File: config.mk
export PLATFORM = sky130hd
export DESIGN_NAME = freq_meter
export DESIGN_NICKNAME = d
export VERILOG_FILES = /design/src/rtl/freq_meter_pkg.sv /design/src/rtl/freq_meter_sync_edge.sv /design/src/rtl/freq_meter.sv
export SDC_FILE = /design/constraint.sdc
export NUM_CORES = 1
export LEC_CHECK = 0
export ABC_CLOCK_PERIOD_IN_PS = 3000
export CORE_MARGIN = 4
export CORE_UTILIZATION = 30
export CTS_CLUSTER_SIZE = 40
export DETAILED_ROUTE_END_ITERATION = 8
export GPL_TIMING_DRIVEN = 0
export HOLD_SLACK_MARGIN = 0.08
export SLEW_MARGIN = 0
export SYNTH_ARGS = -nofsm -noshare
export SYNTH_HDL_FRONTEND = slang
export SYNTH_HIERARCHICAL = 1
export SYNTH_SLANG_ARGS = --single-unit
File: constraint.sdc
create_clock -name i_clk -period 3 [get_ports i_clk]
set_input_delay 0.6 -clock i_clk [delete_from_list [all_inputs] [get_ports i_clk]]
set_output_delay 0.6 -clock i_clk [all_outputs]
set_load 0.05 [all_outputs]
File: src/rtl/freq_meter_pkg.sv
// Shared constants and FSM state type for the frequency meter.
package freq_meter_pkg;

    localparam int unsigned FM_CLK_HZ      = 50_000_000;
    localparam int unsigned FM_GATE_CYCLES = FM_CLK_HZ;
    localparam int unsigned FM_CNT_W       = 27;

    typedef enum logic [1:0] {
        ST_IDLE    = 2'd0,
        ST_ARM     = 2'd1,
        ST_MEASURE = 2'd2,
        ST_LATCH   = 2'd3
    } fm_state_t;

endpackage

File: src/rtl/freq_meter_sync_edge.sv
// Two-flop synchronizer for an asynchronous input plus a third flop
// giving a single-cycle rising-edge strobe.
module sync_edge
    import freq_meter_pkg::*;
(
    input  logic i_clk,
    input  logic i_rst_n,
    input  logic i_d,
    output logic o_rise
);

    logic r_sync1;
    logic r_sync2;
    logic r_prev;

    always_ff @(posedge i_clk) begin
        if (!i_rst_n) begin
            r_sync1 <= 1'b0;
            r_sync2 <= 1'b0;
            r_prev  <= 1'b0;
        end else begin
            r_sync1 <= i_d;
            r_sync2 <= r_sync1;
            r_prev  <= r_sync2;
        end
    end

    assign o_rise = r_sync2 & ~r_prev;

endmodule

File: src/rtl/freq_meter.sv
// Gated-window frequency meter: counts synchronized rising edges of i_sig_in
// over GATE_CYCLES clocks and publishes the saturating count with a valid pulse.
module freq_meter
    import freq_meter_pkg::*;
#(
    parameter int unsigned CLK_HZ      = FM_CLK_HZ,
    parameter int unsigned GATE_CYCLES = CLK_HZ,
    parameter int unsigned CNT_W       = FM_CNT_W
) (
    input  logic             i_clk,
    input  logic             i_rst_n,
    input  logic             i_en,
    input  logic             i_sig_in,
    output logic [CNT_W-1:0] o_freq,
    output logic             o_freq_valid,
    output logic             o_ovf,
    output logic             o_busy
);

    localparam int unsigned        GATE_W    = (GATE_CYCLES > 1) ? $clog2(GATE_CYCLES) : 1;
    localparam logic [GATE_W-1:0]  GATE_LAST = GATE_W'(GATE_CYCLES - 1);
    localparam logic [CNT_W-1:0]   CNT_MAX   = '1;

    fm_state_t         r_state;
    fm_state_t         w_state_nxt;
    logic [GATE_W-1:0] r_gate_cnt;
    logic [CNT_W-1:0]  r_edge_cnt;
    logic [CNT_W-1:0]  w_edge_nxt;
    logic              r_ovf_flag;
    logic              w_ovf_nxt;
    logic              w_rise;
    logic              w_gate_done;
    logic [CNT_W-1:0]  r_freq;
    logic              r_ovf;
    logic              r_freq_valid;

    sync_edge u_sync_edge (
        .i_clk   (i_clk),
        .i_rst_n (i_rst_n),
        .i_d     (i_sig_in),
        .o_rise  (w_rise)
    );

    assign w_gate_done = (r_gate_cnt == GATE_LAST);

    always_comb begin
        w_edge_nxt = r_edge_cnt;
        w_ovf_nxt  = r_ovf_flag;
        if (w_rise) begin
            if (r_edge_cnt == CNT_MAX) begin
                w_ovf_nxt = 1'b1;
            end else begin
                w_edge_nxt = r_edge_cnt + 1'b1;
            end
        end
    end

    always_comb begin
        w_state_nxt = ST_IDLE;
        case (r_state)
            ST_IDLE:    w_state_nxt = i_en ? ST_ARM : ST_IDLE;
            ST_ARM:     w_state_nxt = i_en ? ST_MEASURE : ST_IDLE;
            ST_MEASURE: w_state_nxt = !i_en       ? ST_IDLE  :
                                      w_gate_done ? ST_LATCH : ST_MEASURE;
            ST_LATCH:   w_state_nxt = i_en ? ST_ARM : ST_IDLE;
            default:    w_state_nxt = ST_IDLE;
        endcase
    end

    // The result is captured on the edge entering LATCH, using the next-count
    // value so a rise in the final gate cycle is included and freq/freq_valid
    // are both visible during the LATCH cycle.
    always_ff @(posedge i_clk) begin
        if (!i_rst_n) begin
            r_state      <= ST_IDLE;
            r_gate_cnt   <= '0;
            r_edge_cnt   <= '0;
            r_ovf_flag   <= 1'b0;
            r_freq       <= '0;
            r_ovf        <= 1'b0;
            r_freq_valid <= 1'b0;
        end else begin
            r_state      <= w_state_nxt;
            r_freq_valid <= 1'b0;
            case (r_state)
                ST_ARM: begin
                    r_gate_cnt <= '0;
                    r_edge_cnt <= '0;
                    r_ovf_flag <= 1'b0;
                end
                ST_MEASURE: begin
                    r_gate_cnt <= r_gate_cnt + 1'b1;
                    r_edge_cnt <= w_edge_nxt;
                    r_ovf_flag <= w_ovf_nxt;
                    if (i_en && w_gate_done) begin
                        r_freq       <= w_edge_nxt;
                        r_ovf        <= w_ovf_nxt;
                        r_freq_valid <= 1'b1;
                    end
                end
                default: begin
                end
            endcase
        end
    end

    assign o_freq       = r_freq;
    assign o_ovf        = r_ovf;
    assign o_freq_valid = r_freq_valid;
    assign o_busy       = (r_state != ST_IDLE);

endmodule

==> results of run 1 <==
## critical path: cells and delay by family (launching register included)
| kind | cells | cell delay, ns |
|---|---|---|
| AOI/OAI and AO/OA | 2 | 0.88 |
| and+or+nand+nor | 3 | 0.62 |
| DFF | 1 | 0.47 |
| buffers and inverters | 1 | 0.44 |
| adders and majority gates | 1 | 0.35 |
## cells in the final DEF, fill, tap and decap left out, drive strengths merged, types with 4 or more instances in the layout
| cell | n |
|---|---|
| a21oi | 30 |
| nor2b | 6 |
| inv | 14 |
| and3 | 16 |
| and2 | 12 |
| o31ai | 4 |
| o31a | 8 |
| a211oi | 11 |
| clkbuf | 27 |
| or4 | 4 |
| nor2 | 48 |
| o21ai | 35 |
| clkinv | 4 |
| nor4 | 10 |
| nor3 | 14 |
| and4 | 17 |
| nand3 | 21 |
| xor2 | 19 |
| ha | 5 |
| xnor2 | 14 |
| clkdlybuf4s50 | 33 |
| or3 | 5 |
| nand4 | 28 |
| nand2 | 44 |
| dfxtp | 88 |
| buf | 19 |
| a31oi | 17 |
## routing by layer
layer	GRT usage (%)	vias to the layer above
li1	-	2066
met1	19.8	2007
met2	26.3	109
met3	4.09	24
met4	4.83	0
met5	0	-
## stage by stage
step / worst slack [ns] / std cells / utilization (%)
floorplan: 0.790 / 537 / -
global placement: 0.180 / 754 / 34.5
detailed placement: 0.145 / 754 / 34.5
CTS: 0.239 / 770 / 36.6
global route: 0.0572 / 770 / 36.6
finish: 0.114 / 770 / 36.6
## cells by family (layout without fill, tap and decap cells)
family	after synthesis	after routing	share of synthesized area, %
AOI/OAI and AO/OA	122	122	17.0
adders and majority gates	5	5	1.40
and+or+nand+nor	237	237	29.9
DFF	88	88	39.4
muxes	3	3	0.671
xor gates and xnor gates	33	33	6.46
buffers and inverters	49	98	5.14
## report_power, final
group          leakage, nW  switching, mW  total [mW]  internal, mW
logic                0.982         0.0780       0.103        0.0247
clock network        0.150          0.510        1.16         0.654
registers            0.709        0.00304        1.18          1.17
## sequential cells by signal (all words and copies together), names as in the netlist
name and flops:
r_ovf_flag 1, o_freq_valid 1, r_edge_cnt 27, o_ovf 1, u_sync_edge/r_sync2 1, r_gate_cnt 26
u_sync_edge/r_sync1 1, o_freq 27, r_state 2, u_sync_edge/r_prev 1
## final cells by class
type / count / area (um2) / share of cell area, %
clock inverters: 7 / 78.8 / 1.48
plain buffers: 37 / 185 / 3.47
well taps: 184 / 230 / 4.31
multi-input cells: 400 / 2480 / 46.5
repair buffers: 33 / 330 / 6.18
flip-flops and latches: 88 / 1760 / 33.0
inverters: 12 / 45.0 / 0.843
clock buffers: 9 / 225 / 4.22
## worst max-delay path by stage
stage,slack [ns],cells after the start,endpoint
2_1_floorplan,0.79,6,r_edge_cnt[20]
3_3_place_gp,0.18,7,r_edge_cnt[19]
3_5_place_dp,0.15,7,r_edge_cnt[19]
4_1_cts,0.24,7,r_edge_cnt[5]
5_1_grt,0.06,7,r_ovf_flag
6_report,0.11,7,r_edge_cnt[5]
==> metrics.txt, run 1 <==
run status=completed; sequential-to-total area share from yosys stat=39.4%; Core Rows=44; number of endpoints failing setup at the final stage=0; Worst Reg-to-Reg Cells=7; count of state elements after synthesis=88; Post-synth EDFFs=0; number of warning messages in the yosys log=6; aggregate negative setup slack=0 ns; TritonCTS clock tree=done; number of antenna violations at the first check in global routing=0; most frequent cells after synthesis=88 x sky130_fd_sc_hd__dfxtp_1, 48 x sky130_fd_sc_hd__nor2_1, 44 x sky130_fd_sc_hd__nand2_1; CTS buffer count=9; final antenna diode count=0; Pwr Total=2.44 mW; worst reg2reg setup slack=0.11 ns; core region area=0.0146 mm2; total routing usage reported by global routing=15.7%; Initial Utilization=30.7%; total congestion overflow after global routing=0; start point of the critical path=r_edge_cnt[0]; total of buffers placed on input and output ports=33; number of global-route vias before repair=4008; upper clock frequency limit=346 MHz; final HPWL from detailed placement=9420 um; DRC marker count from the first detailed-route iteration=271; number of nets in the synthesized netlist=546; H-tree depth reported by CTS=3; most numerous cell in the Yosys netlist=sky130_fd_sc_hd__dfxtp_1; post-route standard cell area excluding fillers=0.00534 mm2; end of the worst register-to-register path=r_edge_cnt[5]; final count of pins violating max slew=0; insertion delay to the later sink of the worst-skew pair=0.36 ns; sort of element at the start of the critical path=flip-flop; slowest library cell on the worst path=sky130_fd_sc_hd__o41ai_1; final estimated routing congestion in global placement=0.876; Met3 Wirelength=727 um; Mapped Area=0.00448 mm2; share of the synthesized area in the top cell type=39.4%; PD cells=457 mW/mm2; signal arrival time at the worst endpoint=3.13 ns; global-route wire length before repair=20800 um; Hold Startpoint=u_sync_edge/r_sync1; share of cells above drive strength 1=8.02%; x dimension of the die=130 um; Chip Height=130 um; number of nets in the layout=590; ranking of synthesized cells by area=sky130_fd_sc_hd__dfxtp_1 39%, sky130_fd_sc_hd__nor2_1 4.0%, sky130_fd_sc_hd__nand4_1 3.8%, sky130_fd_sc_hd__xor2_1 3.7%, sky130_fd_sc_hd__nand2_1 3.7%; drt via density=5.46; cell taking the most area after synthesis=sky130_fd_sc_hd__dfxtp_1; area after detailed placement=0.00504 mm2; worst setup path category=reg2reg; Clock Skews=0.00981 ns; clk sink count=88; Critical Path Max Stage Delay=0.63 ns; number of top-level pins=34; worst hold path stage count=1; normalized max-slew margin=38.7%; most used flip-flop cell after synthesis=sky130_fd_sc_hd__dfxtp_1; final-report hold violation count=0; post-route antenna net violation count=0; routed length on met1=5910 um; Slew @ Worst Pin=0.913 ns; Layout fillers=1452; capture endpoint of the worst hold path=u_sync_edge/r_sync2; number of instances resized during post-cts repair=0; DRC violations left=0; wire length after detailed routing=13000 um; distinct cell type count after synthesis=60; area delta synth->final=19.3%; post-route clock period utilization=96.2%; critical register-to-register path startpoint=r_edge_cnt[0]; post-detailed-route wirelength per cell=16.9 um; maximum clock path buffer count=2; worst hold slack=0.434 ns; shortest period the worst path allows=2.89 ns; met2 wire length=6120 um; floorplan die area=0.0169 mm2; max cap viols=0; critical-path cell list=ha_1, and4_1, nand3_2, o41ai_1, clkbuf_1, nor4_1, o31a_1; CTS Hold Buffers Added=0; HP Class=reg2reg; clock-pin slew on the worst setup and hold paths=0.07 ns; kind of capture point of the worst setup path=flip-flop; VDD IR-drop max=0.240 mV; pin count of the biggest net entering global routing=17; Clk Tree Root Cell=sky130_fd_sc_hd__clkbuf_16; maximum fanout along the worst path=10; TritonRoute pass-1 iters=5; uppermost layer routed=met4; Setup Buffers After CTS=0; Leak Pwr=1.84 nW; Required @ worst endpoint=3.25 ns; number of cells produced by synthesis=537; unrepaired setup endpoints after global routing=no; fraction of registers with async set/reset=0%; total via count in the routed design=4206; mean cell area of the mapped netlist=8.34 um2
No activity file was read; power rests on OpenSTA's default activity.
==> run 2: changes to the inputs <==
Settings changed: CORE_MARGIN 4 to 3.
==> run 2 against run 1 <==
  * Sequential power hardly changed
  * Die area is 3.0% lower
  * Combinational power hardly changed
  * Sequential cell count stayed put
  * Maximum frequency is 3.4% higher
  * Via count is 0.69% higher
  * Core utilization is 0.20 points higher
  * Final cell count stayed put
  * Non-clock buffer count stayed put
  * Sequential share of layout area is 0.18 points lower
  * Largest power group is now the clock network
==> metrics.txt, run 2 (same netlist as run 1, synthesis figures left out) <==
run status=completed; start point of the critical path=r_edge_cnt[0]; cell count after placement=754; clock-pin slew on the worst setup and hold paths=0.07 ns; leading cell type in the layout, fill and taps excluded=sky130_fd_sc_hd__dfxtp_1; signal arrival time at the worst endpoint=3.03 ns; Required @ worst endpoint=3.24 ns; final count of pins violating max slew=0; insertion delay to the later sink of the worst-skew pair=0.36 ns; number of nets in the layout=590; Clock Skews=0.0126 ns; kind of capture point of the worst setup path=flip-flop; area after detailed placement=0.00504 mm2; VDD IR-drop max=0.324 mV; fraction of power consumed by sequential logic=46.6%; final-report hold violation count=0; post-detailed-route wirelength per cell=16.7 um; net switching fraction of the power=22.6%; wire length after detailed routing=12900 um; Chip Height=128 um; Pwr Total=2.52 mW; core region area=0.0146 mm2; worst reg2reg setup slack=0.21 ns; worst setup path category=reg2reg; total congestion overflow after global routing=0; upper clock frequency limit=358 MHz; post-route standard cell area excluding fillers=0.00537 mm2; DRC marker count from the first detailed-route iteration=367; CTS buffer count=9; critical register-to-register path startpoint=r_edge_cnt[0]; number of top-level pins=34; global-route wire length before repair=20400 um; pin count of the biggest net entering global routing=16; Clk Tree Root Cell=sky130_fd_sc_hd__clkbuf_16; PD cells=470 mW/mm2; DRC violations left=0; Util after Layout=36.8%; area delta synth->final=20.0%; floorplan die area=0.0164 mm2; worst hold slack=0.436 ns; total of buffers placed on input and output ports=33; total routing usage reported by global routing=15.7%; Combinational Power Share=4.1%; Internal=1.95 mW; final antenna diode count=0; final setup slack of the worst path=0.210 ns; HP Class=reg2reg; unrepaired setup endpoints after global routing=no; Worst Reg-to-Reg Cells=7; final HPWL from detailed placement=9220 um; x dimension of the die=128 um; Net Sw Power=0.571 mW; maximum clock path buffer count=2; TritonCTS clock tree=done; Core Rows=44; share of total power in the clock network=49.4%; sort of element at the start of the critical path=flip-flop; total via count in the routed design=4235; number of global-route vias before repair=3887; final estimated routing congestion in global placement=0.902; DP Worst Slack=0.216 ns; shortest period the worst path allows=2.79 ns; most frequent cells in the layout=88 x sky130_fd_sc_hd__dfxtp_1, 48 x sky130_fd_sc_hd__nor2_1, 44 x sky130_fd_sc_hd__nand2_1; number of antenna violations at the first check in global routing=0; Final Non-Filler Cells=770; Leak Pwr=1.85 nW; Initial Utilization=30.7%; number of endpoints failing setup at the final stage=0; max cap viols=0; Layout fillers=1471; clk sink count=88; share of cells above drive strength 1=8.19%; Slew @ Worst Pin=0.862 ns; TritonRoute pass-1 iters=5; aggregate negative setup slack=0 ns; maximum fanout along the worst path=10; end of the worst register-to-register path=r_edge_cnt[5]; post-route clock period utilization=93.0%; normalized max-slew margin=42.1%; CP endpoint=r_edge_cnt[5]; post-route antenna net violation count=0; drt via density=5.50; H-tree depth reported by CTS=3
==> run 2: cell types whose count changed in the layout (fill, tap and decap cells not counted), sizes merged <==
cell	before	now
clkbuf	27	28
inv	14	13
clkinv	4	2
clkinvlp	0	1
bufinv	1	2
==> run 2: layout make-up <==
type / count / area [um2] / area share [%]
Tap cell: 184 / 230 / 4.29
Buffer: 37 / 185 / 3.45
Inverter: 12 / 45.0 / 0.839
Multi-Input combinational cell: 400 / 2490 / 46.3
Clock inverter: 6 / 90.1 / 1.68
Sequential cell: 88 / 1760 / 32.8
Clock buffer: 10 / 239 / 4.45
Timing Repair Buffer: 33 / 330 / 6.15
==> run 2: repair_timing <==
action / 4_1_cts / 5_1_grt
hold buffers: 0 / 0
resized for setup: 0 / 1
setup endpoints to repair: 0 / 10
setup buffers: 0 / 0
==> run 2: worst max-delay path: stages, from the launching register on <==
cell and delay (ns):
sky130_fd_sc_hd__dfxtp_1 0.46, sky130_fd_sc_hd__ha_1 0.35, sky130_fd_sc_hd__and4_1 0.35, sky130_fd_sc_hd__nand3_2 0.18, sky130_fd_sc_hd__o41ai_1 0.59, sky130_fd_sc_hd__clkbuf_1 0.40
sky130_fd_sc_hd__nor4_1 0.09, sky130_fd_sc_hd__o31a_1 0.26
==> run 2: worst min-delay path by stage <==
stage	from	end	slack, ns	depth (start not counted)
floorplan	u_sync_edge/r_sync1	u_sync_edge/r_sync2	0.41	1
global placement	u_sync_edge/r_sync1	u_sync_edge/r_sync2	0.41	1
detailed placement	u_sync_edge/r_sync1	u_sync_edge/r_sync2	0.43	1
CTS	u_sync_edge/r_sync1	u_sync_edge/r_sync2	0.44	1
global route	o_freq[24]	o_freq[24]	0.48	2
finish	u_sync_edge/r_sync1	u_sync_edge/r_sync2	0.44	1
==> run 2: routing by layer <==
| metal | wire length, um | vias up | part of all wire (%) | GRT usage (%) |
|---|---|---|---|---|
| met5 | 0 | - | 0 | 0 |
| met3 | 626 | 26 | 4.9 | 3.54 |
| li1 | - | 2065 | - | - |
| met4 | 344 | 0 | 2.7 | 5.93 |
| met1 | 5950 | 2034 | 46 | 20.2 |
| met2 | 5930 | 110 | 46 | 25.5 |
==> run 2: power groups by stage <==
stage               sequential [mW]  combinational (mW)  clock [mW]
CTS                            1.18               0.102        1.27
global route                   1.18               0.112        1.31
global placement               1.20              0.0998           0
finish                         1.18               0.103        1.25
detailed placement             1.20               0.101           0
floorplan                      1.20              0.0629           0
